$ cat config.mk
export PLATFORM = sky130hd
export DESIGN_NAME = softmax_driver
export DESIGN_NICKNAME = d
export VERILOG_FILES = /design/src/rtl/softmax_driver.sv
export SDC_FILE = /design/constraint.sdc
export NUM_CORES = 1
export LEC_CHECK = 0
export CORE_MARGIN = 5
export CORE_UTILIZATION = 40
export DETAILED_ROUTE_END_ITERATION = 10
export HOLD_SLACK_MARGIN = 0.08
export PLACE_DENSITY = 0.62
export SLEW_MARGIN = 40
export SYNTH_ARGS = -nofsm -noshare
export SYNTH_HDL_FRONTEND = slang
export SYNTH_SLANG_ARGS = --single-unit
$ cat constraint.sdc
create_clock -name clk_p -period 3.27 [get_ports clk_p]
set_clock_uncertainty 0.05 [all_clocks]
set_input_delay 0.654 -clock clk_p [delete_from_list [all_inputs] [get_ports clk_p]]
set_output_delay 0.654 -clock clk_p [all_outputs]
set_load 0.01 [all_outputs]
$ cat src/rtl/softmax_driver.sv
// softmax_driver: packs a valid/ready stream into a softmax request,
// runs the active-low level handshake and replays the result vector.
module softmax_driver #(
  parameter int DATA_WIDTH     = 8,
  parameter int INPUT_NUM      = 10,
  parameter int TIMEOUT_CYCLES = 1024
) (
  input  logic                            clk_p,
  input  logic                            rst_n,
  input  logic [DATA_WIDTH-1:0]           in_data,
  input  logic                            in_valid,
  output logic                            in_ready,
  output logic [DATA_WIDTH*INPUT_NUM-1:0] sm_inputs,
  output logic                            sm_input_valid_n,
  input  logic [DATA_WIDTH*INPUT_NUM-1:0] sm_outputs,
  input  logic                            sm_output_valid_n,
  output logic [DATA_WIDTH-1:0]           out_data,
  output logic                            out_valid,
  input  logic                            out_ready,
  output logic                            out_last,
  output logic                            busy,
  output logic                            timeout_err,
  input  logic                            err_clr
);

  localparam int VW = DATA_WIDTH * INPUT_NUM;
  localparam int CW = $clog2(INPUT_NUM);
  localparam logic [CW-1:0] LAST = CW'(INPUT_NUM - 1);
  localparam bit TMO_EN = (TIMEOUT_CYCLES != 0);
  localparam logic [15:0] TMO_LAST = 16'(TIMEOUT_CYCLES - 1);

  typedef enum logic [1:0] {
    FILL,
    REQ,
    DRAIN,
    GAP
  } state_e;

  state_e          state_q, state_d;
  logic [CW-1:0]   fill_q, fill_d;
  logic [CW-1:0]   drain_q, drain_d;
  logic [15:0]     tmo_q, tmo_d;
  logic            gap_q, gap_d;
  logic [VW-1:0]   vec_q, vec_d;
  logic [VW-1:0]   res_q, res_d;
  logic            err_q, err_d;
  logic            err_set;
  logic            en_q;

  // State, counters, vector/result registers and the sticky error
  always_ff @(posedge clk_p or negedge rst_n) begin
    if (!rst_n) begin
      state_q <= FILL;
      fill_q  <= '0;
      drain_q <= '0;
      tmo_q   <= '0;
      gap_q   <= 1'b0;
      vec_q   <= '0;
      res_q   <= '0;
      err_q   <= 1'b0;
      en_q    <= 1'b0;
    end else begin
      state_q <= state_d;
      fill_q  <= fill_d;
      drain_q <= drain_d;
      tmo_q   <= tmo_d;
      gap_q   <= gap_d;
      vec_q   <= vec_d;
      res_q   <= res_d;
      err_q   <= err_d;
      en_q    <= 1'b1;
    end
  end

  // Next-state: fill slots, wait for ack or timeout, drain, settle gap
  always_comb begin
    state_d = state_q;
    fill_d  = fill_q;
    drain_d = drain_q;
    tmo_d   = tmo_q;
    gap_d   = gap_q;
    vec_d   = vec_q;
    res_d   = res_q;
    err_set = 1'b0;
    unique case (state_q)
      FILL: begin
        if (in_valid && en_q) begin
          vec_d[DATA_WIDTH*fill_q +: DATA_WIDTH] = in_data;
          if (fill_q == LAST) begin
            fill_d  = '0;
            tmo_d   = '0;
            state_d = REQ;
          end else begin
            fill_d = fill_q + 1'b1;
          end
        end
      end
      REQ: begin
        tmo_d = tmo_q + 16'd1;
        if (!sm_output_valid_n) begin
          res_d   = sm_outputs;
          drain_d = '0;
          state_d = DRAIN;
        end else if (TMO_EN && tmo_q == TMO_LAST) begin
          err_set = 1'b1;
          vec_d   = '0;
          gap_d   = 1'b0;
          state_d = GAP;
        end
      end
      DRAIN: begin
        if (out_ready) begin
          if (drain_q == LAST) begin
            drain_d = '0;
            state_d = FILL;
          end else begin
            drain_d = drain_q + 1'b1;
          end
        end
      end
      GAP: begin
        if (gap_q) begin
          gap_d   = 1'b0;
          state_d = FILL;
        end else begin
          gap_d = 1'b1;
        end
      end
    endcase
  end

  // A fresh timeout beats a simultaneous clear
  always_comb begin
    err_d = err_q;
    if (err_set) begin
      err_d = 1'b1;
    end else if (err_clr) begin
      err_d = 1'b0;
    end
  end

  // Outputs decoded from state; in_ready waits one edge after reset
  always_comb begin
    in_ready         = en_q && (state_q == FILL);
    sm_input_valid_n = (state_q != REQ);
    sm_inputs        = vec_q;
    out_valid        = (state_q == DRAIN);
    out_data         = '0;
    if (out_valid) begin
      out_data = res_q[DATA_WIDTH*drain_q +: DATA_WIDTH];
    end
    out_last    = out_valid && (drain_q == LAST);
    busy        = (state_q != FILL);
    timeout_err = err_q;
  end

endmodule
======== Word-level counts from Yosys, hierarchy flattened ========
Cells that the tools add are included.
cells by class
  $add $sub $neg .......................... 4
  eq/ne operators ......................... 16
  shift operators ......................... 3
  multiplexer cells ....................... 31
  bitwise gates (word level) .............. 1
  reduce and logical (&&, ||, !) cells .... 16
operators with widths
  operator                                                                  count
  80-bit two-way mux                                                        3
  80-bit one-hot mux with 2 select lines                                    1
  80-bit bitwise mux                                                        1
  8-bit by 34-bit variable shift with 80-bit output (first input constant)  1
  8-bit by 34-bit variable part select with 80-bit output                   1
  80-bit by 8-bit variable part select with 8-bit output                    1
  7-bit negator with 34-bit output                                          1
  16-bit two-way mux                                                        2
  16-bit one-hot mux with 2 select lines                                    1
  16-bit by 1-bit adder with 16-bit output (second input constant)          1
  16-bit by 10-bit equality test with 1-bit output (second input constant)  1
  4-bit two-way mux                                                         4
  2-bit two-way mux                                                         7
  2-bit inequality test (second input constant)                             6
  2-bit nonzero test                                                        5
  3-bit AND reduction                                                       3
  4-bit by 1-bit adder with 4-bit output (second input constant)            2
  4-bit equality test (second input constant)                               2
  1-bit two-way mux                                                         8
  8-bit two-way mux                                                         1
  2-bit one-hot mux with 4 select lines                                     1
  4-bit one-hot mux with 2 select lines                                     1
  2-bit by 1-bit inequality test with 1-bit output (second input constant)  3
  6-bit AND reduction                                                       1
  9 further kinds                                                           13
word-level totals
  bits in registers ....................... 189
  input bits .............................. 94
  output and inout bits ................... 94
  word-level logic and storage cells ...... 80

======== Logic depth before layout (Yosys ltp) ========
Gate-level depths: netlist of run 1.
  word-level depth ........................ 5
  gate-level depth with buffers ........... 9
  gate-level depth less buffers ........... 7

======== Worst setup path after synthesis of run 1 ========
Ideal clock, no wire load.
  path type ............................... flip-flop to output port
  from .................................... reg drain_q[0]
  to ...................................... out out_data[0]
  data arrival time ....................... 1.685 ns
  data required time ...................... 2.566 ns
  setup slack ............................. 0.881 ns
  cell stages (with the launch flop) ...... 6
  buffers on the path ..................... 2
  path through ............................ dfrtp_1 buf_2 buf_2 mux4_2 mux2i_1 o22ai_1
between the ends
  longest elaborated chain between the ends .. 2
ends and longest elaborated chain
  what                                                    line  text
  start, declared                                         41    logic [CW-1:0] drain_q, drain_d;
  start signal, assigned                                  65    drain_q <= drain_d;
  80-bit by 8-bit variable part select with 8-bit output  150   out_data = res_q[DATA_WIDTH*drain_q +: DATA_WIDTH];
  8-bit two-way mux                                       149   if (out_valid) begin
  end, declared                                           17    output logic [DATA_WIDTH-1:0] out_data,
No other way between the ends.

======== Worst setup path in the final report of run 1 ========
  from .................................... reg drain_q[0]
  to ...................................... out out_data[2]
Same word-level chain as after synthesis.

==> results of run 1 <==
[flip-flops by register name, indices dropped and copies added (netlist names)]
| name | flops |
|---|---|
| fill_q | 4 |
| tmo_q | 16 |
| sm_inputs | 80 |
| en_q | 1 |
| drain_q | 4 |
| gap_q | 1 |
| timeout_err | 1 |
| state_q | 2 |
| res_q | 80 |
[stage by stage]
| step | std cells | worst slack, ns |
|---|---|---|
| after floorplan | 681 | 0.881 |
| after global placement | 1126 | 0.416 |
| after detailed placement | 1126 | 0.326 |
| after CTS | 1160 | 0.0303 |
| after global routing | 1160 | 0.0333 |
| final | 1160 | 0.171 |
[kinds of logic (layout without fill, tap and decap cells)]
family	after synthesis	in the layout	share of synthesized area [%]
AO/OA/AOI/OAI	111	111	9.92
XOR/XNOR	14	14	1.43
adder cells (fa/ha/maj)	7	7	1.02
buffers and inverters	44	248	2.44
flip-flops	189	189	55.2
multiplexers	123	123	18.4
other	1	1	0.0438
AND/OR/NAND/NOR	192	192	11.5
[what timing repair did]
action                     in CTS  in global routing
setup endpoints to repair       8                  8
hold endpoints to repair        0                  0
setup buffers                   2                  0
resized for setup               2                  2
pin swaps                       0                  0
[cell type report]
class	instances	share of cell area, %
Clock buffer	18	3.85
Clock inverter	14	1.36
Inverter	11	0.406
Multi-Input combinational cell	448	31.9
Sequential cell	189	41.5
Tap cell	275	3.01
Timing Repair Buffer	205	18.0
[power breakdown]
group / internal, mW / switching [mW]
clock network: 1.16 / 0.950
logic: 1.95 / 1.68
registers: 3.17 / 0.647
[cell usage after synthesis, types with 2 or more instances]
cell type	n
o31ai_1	2
nand4_1	9
nor4_2	2
nand2_1	66
a41oi_4	2
a21oi_1	10
o22ai_1	8
inv_1	8
mux4_2	16
nor2_1	37
xor2_1	14
clkbuf_1	8
and3_1	8
mux2i_1	17
mux2_2	81
o21ai_1	2
o21ai_0	30
buf_1	4
and4_4	3
or3_1	2
nor2_4	3
nand3_1	25
ha_1	7
nor2b_1	13
nor3b_1	2
o2bb2ai_1	12
nand2b_1	2
dfrtp_1	189
mux2_4	9
or2_2	3
nor3_1	4
inv_4	2
buf_6	2
a22o_1	35
and4_1	3
buf_2	18
[how the worst max path moves through the flow]
stage          cells past startpoint  slack [ns]       start            end
6_report                           5        0.17  drain_q[0]    out_data[2]
5_1_grt                            5        0.03  state_q[1]    out_data[3]
4_1_cts                            4        0.03  state_q[1]    out_data[3]
3_5_place_dp                       6        0.33    in_valid  sm_inputs[53]
3_3_place_gp                       4        0.42  drain_q[0]    out_data[3]
2_1_floorplan                      5        0.88  drain_q[0]    out_data[0]
[cells in the final DEF, fill, tap and decap left out, types with 9 or more instances in the layout]
| cell | synthesis | routed |
|---|---|---|
| nor2_1 | 37 | 37 |
| o21ai_0 | 30 | 30 |
| mux2_4 | 9 | 9 |
| nand4_1 | 9 | 9 |
| buf_4 | 0 | 14 |
| mux2_2 | 81 | 81 |
| dfrtp_1 | 189 | 186 |
| o2bb2ai_1 | 12 | 12 |
| nand2_1 | 66 | 66 |
| a21oi_1 | 10 | 10 |
| a22o_1 | 35 | 35 |
| clkbuf_16 | 0 | 17 |
| clkdlybuf4s50_1 | 0 | 186 |
| nand3_1 | 25 | 25 |
| xor2_1 | 14 | 14 |
| mux4_2 | 16 | 16 |
| mux2i_1 | 17 | 16 |
| nor2b_1 | 13 | 13 |
[layer usage]
layer	up-vias	share of wire, %	GRT usage [%]
met5	-	0.047	0
met4	2	1.8	5.54
met3	35	7.1	4.70
met2	230	48	31.2
met1	3123	43	26.3
li1	2865	-	-
==> run_results.csv, run 1 <==
group,metric,value,unit
place,port_buffers,187,
route,drcViolationCount,0,
route,wirelength,23500,um
critical_path,r2r_slack,0.36,ns
pwr,power.leakage,4.82,nW
layout,fillCellCount,1761,
clock_tree,path_clk_slew,0.07,ns
clock_tree,numClockSinks,189,
layout,post-route-util,54.1,%
critical_path,path_cells,"buf_12, mux4_2, mux2i_1, o22ai_1, clkdlybuf4s50_1",
layout,final_cell_area,0.0114,mm^2
status,status,"finished, final reports clean",
floorplan,die_h,156,um
floorplan,dieArea,0.0244,mm^2
floorplan,start_util,40.6,%
synth,synth_nets,782,
layout,layout.area.seq,0.00474,mm^2
synth,async_flop_share,100,%
synth,yosysWarnings,0,
global_route,grt_start_max_net_pins,76,
clock_tree,hold_buffers,0,
critical_path,critPathMaxStageDelay,0.50,ns
synth,synth_edf_count,0,
hold_path,hold_class,"in -> async",
clock_tree,clock_path_buffers,2,
global_route,grt.total_usage,19.4,%
global_route,grt-ovfl-total,0,
critical_path,reg2regPathDepth,6,
synth,synth_cells,681,
route,vias_per_cell,5.39,
critical_path,end_kind,"primary output",
synth,synth-seq-area-share,55.2,%
timing,final.min_clock_period,3.10,ns
route,drt_iter0_markers,295,
timing,clock.fmax,323,MHz
synth,synth_top_area_cell,"dfrtp_1",
synth,synth_top_area_share,55.2,%
critical_path,slowest_stage,"mux4_2",
floorplan,num_rows,53,
clock_tree,clockRootBuffer,"clkbuf_16",
synth,synth_cell_types,59,
pwr,p_total,9.56,mW
floorplan,coreArea,0.0211,mm^2
clock_tree,cts_tree,"done",
timing,post-route-period-util,94.8,%
timing,finalHoldViolCount,0,
clock_tree,cts_max_level,4,
route,ant_nets,0,
pwr,p_per_area,838,mW/mm^2
floorplan,design.portCount,188,
global_route,grt_pass1_wl,36800,um
synth,syn_area_per_cell,12.6,um^2
critical_path,r2r_start,"fill_q[0]",
timing,hold_ws,0.185,ns
global_route,grt_pass1_vias,6533,
route,wire_per_inst,20.2,um
route,vias,6255,
layout,multi_input_area,0.00364,mm^2
synth,yosys-top-cells-area,"dfrtp_1, mux2_2, mux4_2",
timing,maxSlewViolCount,0,
critical_path,path_delay_family,"multiplexers",
critical_path,required,2.57,ns
timing,rsz0062_at_grt,"no",
synth,synth_ff_type,"dfrtp_1",
synth,synth_area,0.00857,mm^2
layout,drive_gt1_share,20.9,%
layout,nNetsFinal,973,
critical_path,path_class,"reg -> out",
place,dp_hpwl,17900,um
global_route,antenna_found_initial,1,
clock_tree,cts_buffers,17,
place,gp_congestion,0.831,
critical_path,cp-start-kind,"register",
timing,tightest_slew,0.703,ns
timing,setup_viol,0,
pwr,ir_drop,0.000448,V
place,place_area,0.0108,mm^2
timing,relSlewSlack,52.8,%
run,cap_violations,0,
clock_tree,clk_latency,0.43,ns
layout,diodes,0,
timing,finalSetupTns,0,ns
route,drtPass1Iterations,5,
critical_path,crit_fanout,13,
critical_path,critPathArrivalTime,2.39,ns
critical_path,r2r-end,"sm_inputs[53]",
critical_path,crit_buf_inv,2,
synth,ys_ff_latch,189,
floorplan,die_width,156,um
layout,area_growth_syn_to_layout,33.3,%
(Power assumes the default switching activity.)
==> run 2: changes to the inputs <==
CORE_MARGIN = default   (was 5)
SKIP_LAST_GASP = 1   (was default)
==> run_results.csv, run 2 (synthesis gave the netlist of run 1 again) <==
group,metric,value,unit
status,status,"finished, final reports clean",
timing,final.min_clock_period,3.15,ns
clock_tree,cts_max_level,4,
timing,finalSetupTns,0,ns
run,cap_violations,0,
global_route,grt_pass1_vias,6521,
route,vias,6260,
timing,finalHoldViolCount,0,
route,wirelength,22700,um
timing,relSlewSlack,55.9,%
layout,nNetsFinal,977,
floorplan,design.portCount,188,
critical_path,reg2regPathDepth,6,
place,port_buffers,187,
place,dp_hpwl,17100,um
critical_path,critPathMaxStageDelay,0.50,ns
critical_path,critPathArrivalTime,2.45,ns
clock_tree,cts_buffers,17,
critical_path,cp-endpoint,"out_data[2]",
layout,area_growth_syn_to_layout,33.3,%
pwr,p_per_area,835,mW/mm^2
critical_path,crit_start,"drain_q[0]",
global_route,grt.total_usage,21.6,%
layout,post-route-util,54.3,%
floorplan,start_util,40.8,%
timing,tightest_slew,0.657,ns
timing,clock.fmax,317,MHz
floorplan,coreArea,0.0210,mm^2
critical_path,slowest_stage,"dfrtp_4",
global_route,grt-ovfl-total,0,
route,drcViolationCount,0,
clock_tree,clk_latency,0.43,ns
floorplan,dieArea,0.0220,mm^2
floorplan,die_width,148,um
pwr,power.leakage,4.83,nW
critical_path,cp-start-kind,"register",
critical_path,r2r_start,"fill_q[0]",
critical_path,r2r-end,"sm_inputs[51]",
clock_tree,numClockSinks,189,
critical_path,crit_fanout,9,
timing,maxSlewViolCount,0,
clock_tree,hold_buffers,0,
route,drt_iter0_markers,348,
timing,post-route-period-util,96.3,%
route,drtPass1Iterations,6,
clock_tree,clock_path_buffers,2,
floorplan,die_h,148,um
critical_path,end_kind,"primary output",
critical_path,r2r_slack,0.43,ns
floorplan,num_rows,53,
critical_path,path_cells,"buf_12, mux4_2, mux2i_1, o22ai_1, clkdlybuf4s50_1",
global_route,antenna_found_initial,1,
clock_tree,cts_tree,"done",
layout,layout_common_cells,"dfrtp_1, clkdlybuf4s50_1, mux2_2, nand2_1, nor2_1",
pwr,ir_drop,0.000343,V
route,ant_nets,0,
route,vias_per_cell,5.38,
global_route,grt_pass1_wl,36000,um
timing,setup_viol,0,
timing,rsz0062_at_grt,"no",
critical_path,required,2.57,ns
layout,drive_gt1_share,21.1,%
route,wire_per_inst,19.5,um
clock_tree,path_clk_slew,0.07,ns
place,gp_congestion,0.831,
clock_tree,clockRootBuffer,"clkbuf_16",
global_route,grt_start_max_net_pins,81,
hold_path,hold_class,"in -> async",
layout,diodes,0,
critical_path,path_class,"reg -> out",
==> run 2: layout make-up <==
cell class	count	area (um^2)
Inverter	11	46.3
Tap cell	275	344
Fill cell	1763	9600
Multi-Input combinational cell	448	3630
Clock inverter	14	149
Clock buffer	18	439
Timing Repair Buffer	209	2080
Sequential cell	189	4740
==> run 2: where the power goes <==
part / leakage, nW / total, mW / internal [mW] / switching [mW]
combinational: 2.12 / 3.64 / 1.97 / 1.67
sequential: 2.42 / 3.82 / 3.17 / 0.649
clock: 0.294 / 2.07 / 1.10 / 0.969
==> run 2: worst min path at each step <==
stage | to | cells past startpoint
2_1_floorplan | drain_q[0] | 0
3_5_place_dp | gap_q | 1
3_3_place_gp | gap_q | 1
6_report | sm_inputs[78] | 1
5_1_grt | sm_inputs[78] | 1
4_1_cts | sm_inputs[78] | 1
==> run 2: what timing repair did <==
| action | 4_1_cts | 5_1_grt |
|---|---|---|
| setup buffers | 0 | 8 |
| cloned | 0 | 0 |
| pin swaps | 0 | 0 |
| setup endpoints to repair | 4 | 8 |
| gates resized for setup | 2 | 1 |
==> run 2: metrics by stage <==
stage	worst slack (ns)	area, um^2	total power [mW]	hold WS (ns)	std cells
after floorplan	0.881	8570	5.93	0.308	681
final	0.120	11400	9.54	0.113	1164
after detailed placement	0.343	10800	7.41	0.417	1124
after global placement	0.423	10800	7.27	0.412	1124
after CTS	0.0358	11300	9.49	0.132	1156
after global routing	0.0507	11400	10.1	0.137	1164
==> run 2: layer usage <==
| layer | track usage (%) | share of wire (%) |
|---|---|---|
| met5 | 0 | 0 |
| met4 | 6.34 | 1.8 |
| met1 | 29.2 | 46 |
| met3 | 4.45 | 4.6 |
| met2 | 35.0 | 48 |
==> run 2: critical path: cells and delay by family, from the launching register on <==
kind | cells | cell delay [ns]
AO/OA/AOI/OAI | 1 | 0.14
multiplexers | 2 | 0.73
flip-flops | 1 | 0.50
buffers and inverters | 2 | 0.65
